**config.mk**
```make
export PLATFORM = sky130hd
export DESIGN_NAME = see_vote_monitor
export DESIGN_NICKNAME = d
export VERILOG_FILES = /design/src/rtl/see_vote_monitor.sv
export SDC_FILE = /design/constraint.sdc
export NUM_CORES = 1
export LEC_CHECK = 0
export CAP_MARGIN = 20
export CORE_ASPECT_RATIO = 0.7
export CORE_MARGIN = 2
export CORE_UTILIZATION = 46
export CTS_CLUSTER_DIAMETER = 50
export DETAILED_ROUTE_END_ITERATION = 8
export PLACE_DENSITY = 0.88
export SYNTH_ARGS = -nofsm -noshare
export SYNTH_HDL_FRONTEND = slang
export SYNTH_SLANG_ARGS = --single-unit
```
**constraint.sdc**
```tcl
create_clock -name s_clk_i -period 3.4 [get_ports s_clk_i]
set_input_delay 0.68 -clock s_clk_i [delete_from_list [all_inputs] [get_ports s_clk_i]]
set_output_delay 0.68 -clock s_clk_i [all_outputs]
set_load 0.01 [all_outputs]
```
**src/rtl/see_vote_monitor.sv**
```systemverilog
// see_vote_monitor: TMR receive side. Majority-votes three replicas with zero
// latency, flags which replicas disagree with the vote, keeps saturating
// per-replica fault counters and holds one fault report for a valid/ready
// consumer, counting events that arrive while that report is still pending.
module see_vote_monitor #(
   parameter int    W     = 32,
   parameter int    CNT_W = 8,
   parameter string LABEL = "GENERAL"
) (
   input  logic             s_clk_i,
   input  logic             s_resetn_i,
   input  logic             s_en_i,
   input  logic [W-1:0]     s_d_i [3],
   output logic [W-1:0]     s_d_o,
   output logic [2:0]       s_fault_o,
   output logic             s_mfault_o,
   input  logic             s_clr_i,
   output logic [CNT_W-1:0] s_cnt_o [3],
   output logic [CNT_W-1:0] s_lost_o,
   output logic             s_rep_valid_o,
   input  logic             s_rep_ready_i,
   output logic [1:0]       s_rep_idx_o,
   output logic [W-1:0]     s_rep_syn_o
);

   typedef enum logic {
      ST_IDLE,
      ST_PEND
   } state_e;

   localparam logic [CNT_W-1:0] CNT_ONE = CNT_W'(1);
   localparam logic [CNT_W-1:0] CNT_MAX = {CNT_W{1'b1}};

   state_e           state_q, state_d;
   logic [1:0]       idx_q, idx_d;
   logic [W-1:0]     syn_q, syn_d;
   logic [CNT_W-1:0] lost_q, lost_d;
   logic [CNT_W-1:0] cnt_q [3];
   logic [CNT_W-1:0] cnt_d [3];

   logic [W-1:0]     vote;
   logic [2:0]       fault;
   logic             evt;
   logic             capture;
   logic [1:0]       cap_idx;
   logic [W-1:0]     cap_syn;

   // Bitwise majority vote; each fault flag is a replica that disagrees with it
   always_comb begin
      vote = (s_d_i[0] & s_d_i[1]) | (s_d_i[0] & s_d_i[2]) | (s_d_i[1] & s_d_i[2]);
      for (int i = 0; i < 3; i++) begin
         fault[i] = (s_d_i[i] != vote);
      end
   end

   assign s_d_o      = vote;
   assign s_fault_o  = fault;
   assign s_mfault_o = (fault[0] & fault[1]) | (fault[0] & fault[2]) | (fault[1] & fault[2]);
   assign evt        = s_en_i & (|fault);

   // Report contents for the current cycle's event. Healthy replicas contribute
   // an all-zero term, so the OR of all three syndromes equals d_idx ^ vote for
   // a single fault and the combined syndrome for a multi-replica fault.
   always_comb begin
      case (fault)
         3'b001:  cap_idx = 2'd0;
         3'b010:  cap_idx = 2'd1;
         3'b100:  cap_idx = 2'd2;
         default: cap_idx = 2'd3;
      endcase
      cap_syn = (s_d_i[0] ^ vote) | (s_d_i[1] ^ vote) | (s_d_i[2] ^ vote);
   end

   // Report FSM next state: capture into an idle buffer or a buffer being drained
   // this cycle, otherwise count the event as lost while the report waits.
   always_comb begin
      // NOTE: every signal assigned here gets a default first, so no path can
      // leave it unassigned and infer a latch.
      state_d = state_q;
      idx_d   = idx_q;
      syn_d   = syn_q;
      lost_d  = lost_q;
      capture = 1'b0;
      case (state_q)
         ST_IDLE: begin
            if (evt) begin
               capture = 1'b1;
               state_d = ST_PEND;
            end
         end
         ST_PEND: begin
            if (s_rep_ready_i) begin
               if (evt) begin
                  capture = 1'b1;
               end else begin
                  state_d = ST_IDLE;
               end
            end else if (evt && (lost_q != CNT_MAX)) begin
               lost_d = lost_q + CNT_ONE;
            end
         end
         default: state_d = ST_IDLE;
      endcase
      if (capture) begin
         idx_d = cap_idx;
         syn_d = cap_syn;
      end
      // Clear touches only the statistics, never the FSM or the pending report
      if (s_clr_i) begin
         lost_d = '0;
      end
   end

   // Per-replica saturating fault counters; clear wins over an increment
   always_comb begin
      for (int i = 0; i < 3; i++) begin
         cnt_d[i] = cnt_q[i];
         if (s_clr_i) begin
            cnt_d[i] = '0;
         end else if (s_en_i && fault[i] && (cnt_q[i] != CNT_MAX)) begin
            cnt_d[i] = cnt_q[i] + CNT_ONE;
         end
      end
   end

   // State, report and counter registers with synchronous active-low reset
   always_ff @(posedge s_clk_i) begin
      // NOTE: sequential state uses non-blocking assignments so every register
      // samples the pre-edge values regardless of statement order.
      if (!s_resetn_i) begin
         state_q <= ST_IDLE;
         // NOTE: the report payload is reset too, so idx/syn read as zero
         // after reset rather than holding a stale capture.
         idx_q   <= '0;
         syn_q   <= '0;
         lost_q  <= '0;
         for (int i = 0; i < 3; i++) begin
            cnt_q[i] <= '0;
         end
      end else begin
         state_q <= state_d;
         idx_q   <= idx_d;
         syn_q   <= syn_d;
         lost_q  <= lost_d;
         for (int i = 0; i < 3; i++) begin
            cnt_q[i] <= cnt_d[i];
         end
      end
   end

   assign s_rep_valid_o = (state_q == ST_PEND);
   assign s_rep_idx_o   = idx_q;
   assign s_rep_syn_o   = syn_q;
   assign s_cnt_o       = cnt_q;
   assign s_lost_o      = lost_q;

`ifndef SYNTHESIS
   // Simulation trace of every captured fault event, tagged with the instance label
   always @(posedge s_clk_i) begin
      if (s_resetn_i && capture) begin
         $display("[%s] see event captured: idx=%0d syn=%h", LABEL, cap_idx, cap_syn);
      end
   end
`endif

endmodule

```
# After elaboration in Yosys (flattened, before gate mapping)

Index checks and enable logic that the tools add are counted.

Register bits: 67
Input bits: 101
Output and inout port bits: 103
Word-level logic and storage cells: 56

Add/sub/neg operators: 4
Equal/unequal tests: 10
Mux-type cells: 6
Bitwise operators: 19
Reductions and logical operators: 10

Operators by type and width:

| kind                                                                   | count |
|---|---|
| 32-bit OR                                                              | 4 |
| 32-bit AND                                                             | 3 |
| 32-bit inequality test                                                 | 3 |
| 32-bit bitwise XOR                                                     | 3 |
| 8-bit by 1-bit adder with 8-bit output (second input constant)         | 4 |
| 8-bit inequality test (second input constant)                          | 4 |
| 1-bit logical AND                                                      | 7 |
| 2-bit case mux with 3 select lines                                     | 1 |
| 1-bit AND                                                              | 4 |
| 1-bit case mux with 2 select lines                                     | 2 |
| 3-bit by 1-bit equality test with 1-bit output (second input constant) | 1 |
| 3-bit by 2-bit equality test with 1-bit output (second input constant) | 1 |
| 3-bit equality test (second input constant)                            | 1 |
| 1-bit 2-to-1 mux                                                       | 3 |
| 1-bit NOT                                                              | 3 |
| 3-bit AND reduction                                                    | 1 |
| 3-bit OR reduction                                                     | 1 |
| 1-bit OR                                                               | 2 |
| 2-bit OR reduction                                                     | 1 |

# Logic depth before layout (Yosys ltp)

Gate-level depths: netlist of run 1.

Word-level depth: 9
Gate-level depth with buffers: 10
Mapped depth without buffers: 7

# Least setup slack after synthesis of run 1

OpenSTA, ideal clock, no wires.

Kind: input to output
Start point: in s_d_i[24] (netlist bit)
End point: out s_mfault_o
Arrival time: 2.424 ns
Data required time: 2.720 ns
Slack: 0.296 ns
Stages: 9
Buffers on the path: 2
Cells stage by stage: clkbuf_1 -> nor3b_1 -> a2111oi_0 -> nand4_1 -> nor4_2 -> clkbuf_1 -> nor2_1 -> o21ai_0 -> inv_1

Longest elaborated chain between the ends: 7
Elaborated cells on any way between the ends: 12
Those cells by class: eq/ne: 3; bitwise: 9

Ends and longest elaborated chain:

| what                   | RTL line | RTL |
|---|---|---|
| start, declared        | 13       | `input logic [W-1:0] s_d_i [3],` |
| 32-bit AND             | 50       | `vote = (s_d_i[0] & s_d_i[1]) \| (s_d_i[0] & s_d_i[2]) \| (s_d_i[1] & s_d_i[2]);` |
| 32-bit OR (2 in a row) | 50       |  |
| 32-bit inequality test | 52       | `fault[i] = (s_d_i[i] != vote);` |
| 1-bit AND              | 58       | `assign s_mfault_o = (fault[0] & fault[1]) \| (fault[0] & fault[2]) \| (fault[1] & fault[2]);` |
| 1-bit OR               | 58       |  |
| 1-bit OR *             | 58       |  |
| end, declared          | 16       | `output logic s_mfault_o,` |

Mark *: on every way between the ends. The rest lies on a longest branch, timed or not.

# Worst setup path in the final report of run 1

Start point: in s_d_i[72] (netlist bit)
End point: out s_mfault_o

Same word-level chain as after synthesis.

==> out/metrics.csv, run 1 <==
metric,value,unit
die_h,97.01,µm
coreArea,11890,µm²
cts_made_buffers,9,
crit_chain,dlygate4sd2_1 > nor3b_1 > a2111oi_4 > nand4_1 > nor4_2 > buf_4 > buf_6 > nor2_2 > o21ai_2 > inv_1 > buf_2,
regArea,1341,µm²
grt_start_max_net_pins,44,
final.setup_skew,0.008173,ns
crit_path_end_kind,primary output,
clock_sinks,67,
synth.cell_area,5684,µm²
ctsHoldBuffers,0,
yosysWarnings,0,
dr_wl_met3,2.387,mm
rsz0062_at_grt,yes,
io_pins,204,
syn2layout_area_growth,66.17,%
port_buffers,203,
final_net_count,1194,
period_needed,3.484,ns
dieArea,13280,µm²
hold_viol,0,
synth_top_area_share,23.60,%
start_util,47.80,%
dpl.hpwl,16.55,mm
routedWlPerCell,18.58,µm
grt_pass1_wl,35.23,mm
yosysSeqAreaShare,23.60,%
grt_usage,33.17,%
max-vdd-ir-drop,0.2638,mV
tightestPinTransition,0.8963,ns
finalSetupViolCount,5,
crit_buf_inv,5,
wl,23.32,mm
cts.clk_slew.worst_paths,0.07,ns
drv_cap,0,
max_freq,287.0,MHz
swShare,30.61,%
overflow,0,
row_count,33,
worst_slack,-0.08412,ns
p_comb_share,33.3,%
max_stage_delay,0.41,ns
synthArstFlopShare,0,%
via_count,7528,
power.leakage,3.959,nW
antenna_found_initial,3,
total_power,2.827,mW
hold_class,reg -> reg,
worstPathRequired,2.72,ns
cpMaxStageDelayCell,a2111oi_4,
met1Wirelength,9.577,mm
layout_common_cells,"buf_4 (153), clkdlybuf4s50_1 (102), nor2_1 (89)",
p_switching,0.8656,mW
synth_top_cell_by_area,dfxtp_1,
avgSynthCellArea,7.306,µm²
ant_nets,0,
seqPwrFrac,30.1,%
powerDensity,299.3,nW/µm²
grt_pass1_vias,6902,
synth_ff_type,dfxtp_1,
drc,0,
start_kind,input port,
violations,setup timing,
top_layer_used,met4,
worst-path-max-fanout,5,
status,finished with violations,
min_period_over_period,102.5,%
syn_inst,778,
relSlewSlack,40.25,%
drtIter0Drc,482,
dieWidth,136.9,µm
clk_latency,0.34,ns
layout_commonest_cell,buf_4,
synth_nets,883,
power_frac_clock,36.5,%
routed_via_density,5.998,
synth.area.top_cells,"dfxtp_1 (24%), and3b_1 (8.8%), nor3b_1 (8.1%), nand3_1 (6.6%), nor2_1 (5.9%)",
synthDistinctLibCells,43,
drv_slew,0,
drive_above_1_share,26.14,%
cts_tree,yes,
ys_seq_elements,67,
multi_input_area,4422,µm²
filler_cell_count,770,
cts_root_buffer,clkbuf_16,
synth_edf_count,0,
crit_family,buffers and inverters,
dr.pass1.iters,7,
critPathKind,in -> out,
h-tree-depth,3,
gp_congestion,0.8836,
wl_met2,10.42,mm
pre_cts_slack,-0.7251,ns
arrival,2.80,ns
internal-power,1.962,mW
cts_max_path_buffers,2,
[cells in the mapped netlist (all sizes together), types with 26 or more instances]
| cell type | instances |
|---|---|
| a21oi | 45 |
| nand2 | 49 |
| nor4 | 27 |
| nor3b | 61 |
| and3b | 57 |
| clkbuf | 43 |
| dfxtp | 67 |
| or3 | 37 |
| nor2 | 91 |
| nand3 | 75 |
| mux2i | 33 |
| buf | 26 |
| o21a | 33 |
[power by group through the flow]
stage	clock network, mW	registers, mW	logic, mW
after floorplan	0	0.884	0.343
after global placement	0	0.867	0.859
after detailed placement	0	0.868	0.880
after CTS	1.04	0.851	0.892
after global routing	1.08	0.856	1.00
final	1.03	0.852	0.942
[tightest hold or removal path, stage by stage, from the launching register on]
cell and delay, ns:
dfxtp_1 0.31, nand2_1 0.05, mux2i_1 0.05
[state kept, by name, summed over array words and instances (netlist names)]
signal and cells:
s_cnt_o 24, s_lost_o 8, s_rep_idx_o 2, s_rep_syn_o 32, s_rep_valid_o 1
[routing by layer]
layer	global-route usage [%]	vias up
met4	13.08	0
met2	52.15	435
li1	-	3492
met5	0	-
met3	9.434	75
met1	42.67	3526
[metrics by stage]
| stage | setup TNS, ns | instances | utilization, % | hold WS, ns | instance area [µm²] |
|---|---|---|---|---|---|
| final | -0.1990 | 1255 | 79.43 | 0.4638 | 9445 |
| after global routing | -0.3852 | 1254 | 79.41 | 0.4791 | 9443 |
| after CTS | 0 | 1248 | 78.74 | 0.4630 | 9363 |
| after global placement | -9.564 | 1226 | 74.12 | 0.4423 | 8813 |
| after floorplan | 0 | 778 | - | 0.4790 | 5684 |
| after detailed placement | -11.69 | 1226 | 74.12 | 0.4475 | 8813 |
[kinds of logic (layout without fill, tap and decap cells)]
| group | count (synthesis) | after routing | share of synthesized area, % |
|---|---|---|---|
| AOI/OAI and AO/OA | 139 | 139 | 15.87 |
| xor gates and xnor gates | 17 | 17 | 2.620 |
| muxes | 33 | 33 | 5.811 |
| DFF | 67 | 67 | 23.60 |
| buffers and inverters | 80 | 396 | 6.273 |
| other | 0 | 4 | 0 |
| adders and majority gates | 4 | 4 | 0.8805 |
| and+or+nand+nor | 438 | 438 | 44.95 |
[layout make-up]
cell class                 count  area share (%)
antenna                        4          0.1060
multi-input combinational    631           46.81
sequential                    67           14.20
inverter                      11          0.4371
tap                          157           2.080
timing repair buffer         369           32.93
clock buffer                   9           2.384
clock inverter                 7           1.046
[final timing paths]
check	startpoint	end	slack, ns	depth (start not counted)
worst max-delay path	s_d_i[72]	s_mfault_o	-0.08	11
worst min-delay path	s_rep_syn_o[24]	s_rep_syn_o[24]	0.46	2
worst max register to register	s_lost_o[0]	s_lost_o[5]	1.18	7
worst min register to register	s_rep_syn_o[24]	s_rep_syn_o[24]	0.46	2
[what timing repair did]
item	in CTS	in global routing
pin swaps	33	31
hold endpoints to repair	0	0
resized for setup	217	93
cloned	0	0
buffers inserted	12	5
endpoints found under the setup margin	4	5
No activity file was read; power rests on OpenSTA's default activity.
==> run 2, diff against run 1 <==
--- a/config.mk
+++ b/config.mk
@@ -5,12 +5,13 @@
 export SDC_FILE = /design/constraint.sdc
 export NUM_CORES = 1
 export LEC_CHECK = 0
+export ABC_AREA = 0
 export CAP_MARGIN = 20
-export CORE_ASPECT_RATIO = 0.7
 export CORE_MARGIN = 2
 export CORE_UTILIZATION = 46
 export CTS_CLUSTER_DIAMETER = 50
 export DETAILED_ROUTE_END_ITERATION = 8
+export MAX_ROUTING_LAYER = met4
 export PLACE_DENSITY = 0.88
 export SYNTH_ARGS = -nofsm -noshare
 export SYNTH_HDL_FRONTEND = slang
==> run 2 against run 1 <==
  * Worst hold slack worse by 0.0083 ns
  * Die area down 0.11%
  * Combinational power down 1%
  * The run now ends clean
  * Fmax up 3.7%
  * Design area down 0.34%
  * Wire length down 1.7%
  * Highest routed layer unchanged
  * Non-clock buffer count down 7
  * Cell count up 0.64%
  * Total power up 0.79%
  * First-iteration DRC count up 85%
  * Critical path type unchanged
  * Largest power group unchanged
  * Sequential power about the same
==> out/metrics.csv, run 2 (synthesis results as in run 1) <==
metric,value,unit
dieArea,13260,µm²
drv_slew,0,
dieWidth,115.2,µm
hold_depth,2,
die_h,115.2,µm
critPathKind,in -> out,
cts.clk_slew.worst_paths,0.06,ns
drtIter0Drc,894,
max_stage_delay,0.35,ns
grt_usage,33.27,%
seqPwrFrac,29.9,%
max-vdd-ir-drop,0.2729,mV
p_switching,0.8909,mW
grtUsageMet3,6.537,%
max_freq,297.6,MHz
cp_common_cell,buf_4,
period_needed,3.360,ns
reg2reg_depth,8,
hold_viol,0,
cp.depth,11,
crit_family,buffers and inverters,
h-tree-depth,3,
status,"complete, no violations",
relSlewSlack,53.83,%
power.leakage,3.957,nW
p_comb_share,32.7,%
dpl.hpwl,15.78,mm
fin_util,78.04,%
reg2reg_to,s_lost_o[5],
arrival,2.68,ns
powerDensity,302.8,nW/µm²
clock_sinks,67,
busiest_layer,met2,
clk_latency,0.35,ns
finalSetupViolCount,0,
port_buffers,203,
wl,22.94,mm
coreArea,12060,µm²
critical_path.endpoint,s_mfault_o,
io_pins,204,
grt_start_max_net_pins,36,
final_net_count,1187,
crit_chain,clkdlybuf4s15_1 > nor3b_1 > a2111oi_4 > buf_4 > nand4_1 > nor4_4 > buf_4 > nor2_2 > o21ai_2 > inv_1 > buf_2,
timing.setup.tns,0,ns
drv_cap,0,
cts_tree,yes,
cp-startpoint,s_d_i[52],
gp_congestion,0.9100,
start_util,47.13,%
overflow,0,
antenna_found_initial,7,
met2_usage,58.00,%
row_count,40,
final.setup_skew,0.01228,ns
power_frac_clock,37.4,%
ctsHoldBuffers,0,
worst_slack,0.04028,ns
crit_path_end_kind,primary output,
grt_pass1_wl,33.85,mm
ant_nets,0,
layout_commonest_cell,buf_4,
drive_above_1_share,27.14,%
worstPathRequired,2.72,ns
tightestPinTransition,0.6925,ns
drc,0,
dr.pass1.iters,5,
swShare,31.26,%
via_count,7404,
rrSetupSlack,1.28,ns
largest_reg_flops,32,
layout_common_cells,"buf_4 (140), clkdlybuf4s50_1 (102), nor2_1 (89)",
cpMaxStageDelayCell,nor4_4,
internal-power,1.959,mW
grt_pass1_vias,6867,
pre_cts_slack,-0.9617,ns
hold_class,reg -> reg,
min_period_over_period,98.82,%
start_kind,input port,
filler_cell_count,827,
reg2reg_from,s_lost_o[0],
worst-path-max-fanout,4,
syn2layout_area_growth,65.60,%
crit_buf_inv,5,
cts_max_path_buffers,2,
routed_via_density,5.862,
cts_made_buffers,9,
routedWlPerCell,18.16,µm
met1_usage,37.67,%
cts_root_buffer,clkbuf_16,
run 2: how the worst min path moves through the flow:
stage | startpoint | endpoint | slack [ns]
finish | s_rep_syn_o[20] | s_rep_syn_o[20] | 0.46
global placement | s_rep_syn_o[12] | s_rep_syn_o[12] | 0.44
detailed placement | s_rep_syn_o[0] | s_rep_syn_o[0] | 0.45
global route | s_rep_syn_o[13] | s_rep_syn_o[13] | 0.48
floorplan | s_rep_syn_o[0] | s_rep_syn_o[0] | 0.48
CTS | s_rep_syn_o[25] | s_rep_syn_o[25] | 0.46
run 2: metrics by stage:
stage	hold slack, ns	cell area, µm²	instances	power, mW
floorplan	0.4790	5684	778	1.227
global placement	0.4445	8787	1230	1.718
detailed placement	0.4495	8787	1230	1.737
CTS	0.4593	9365	1252	2.800
global route	0.4757	9410	1262	2.957
finish	0.4555	9413	1263	2.850
run 2: repair_timing:
item / in CTS / in global routing
resized for setup: 179 / 153
buffers inserted: 8 / 3
endpoints found under the setup margin: 44 / 6
pin swaps: 32 / 39
run 2: per-layer routing:
layer,share of wire (%),routed length [µm],up-vias
met4,3.8,874,0
li1,-,-,3481
met2,49,11280,392
met3,8.8,2011,70
met1,38,8769,3461
met5,0,0,-
run 2: area by class of cell:
| class | instances | area (µm²) | share of cell area [%] |
|---|---|---|---|
| repair buffers | 362 | 3043 | 32.33 |
| clock buffers | 9 | 225.2 | 2.393 |
| well taps | 168 | 210.2 | 2.233 |
| multi-input cells | 631 | 4432 | 47.08 |
| diodes | 8 | 20.02 | 0.2127 |
| inverters | 11 | 41.29 | 0.4387 |
| clock inverters | 7 | 100.1 | 1.063 |
| flip-flops and latches | 67 | 1341 | 14.25 |
run 2: worst min-delay path: stages (launching register included):
cell and delay, ns:
dfxtp_1 0.31, nand2_1 0.05, mux2i_1 0.05
run 2: power by group through the flow:
stage               clock network (mW)  logic (mW)  registers, mW
global placement                     0       0.851          0.868
CTS                               1.06       0.885          0.852
finish                            1.07       0.932          0.853
floorplan                            0       0.343          0.884
detailed placement                   0       0.868          0.869
global route                      1.11       0.988          0.857
==> run 3, diff against run 2 <==
--- a/config.mk
+++ b/config.mk
@@ -13,6 +13,7 @@
 export DETAILED_ROUTE_END_ITERATION = 8
 export MAX_ROUTING_LAYER = met4
 export PLACE_DENSITY = 0.88
+export SKIP_LAST_GASP = 1
 export SYNTH_ARGS = -nofsm -noshare
 export SYNTH_HDL_FRONTEND = slang
 export SYNTH_SLANG_ARGS = --single-unit
==> results of run 3 <==
Final layout, timing and power as in run 2 (identical DEF).
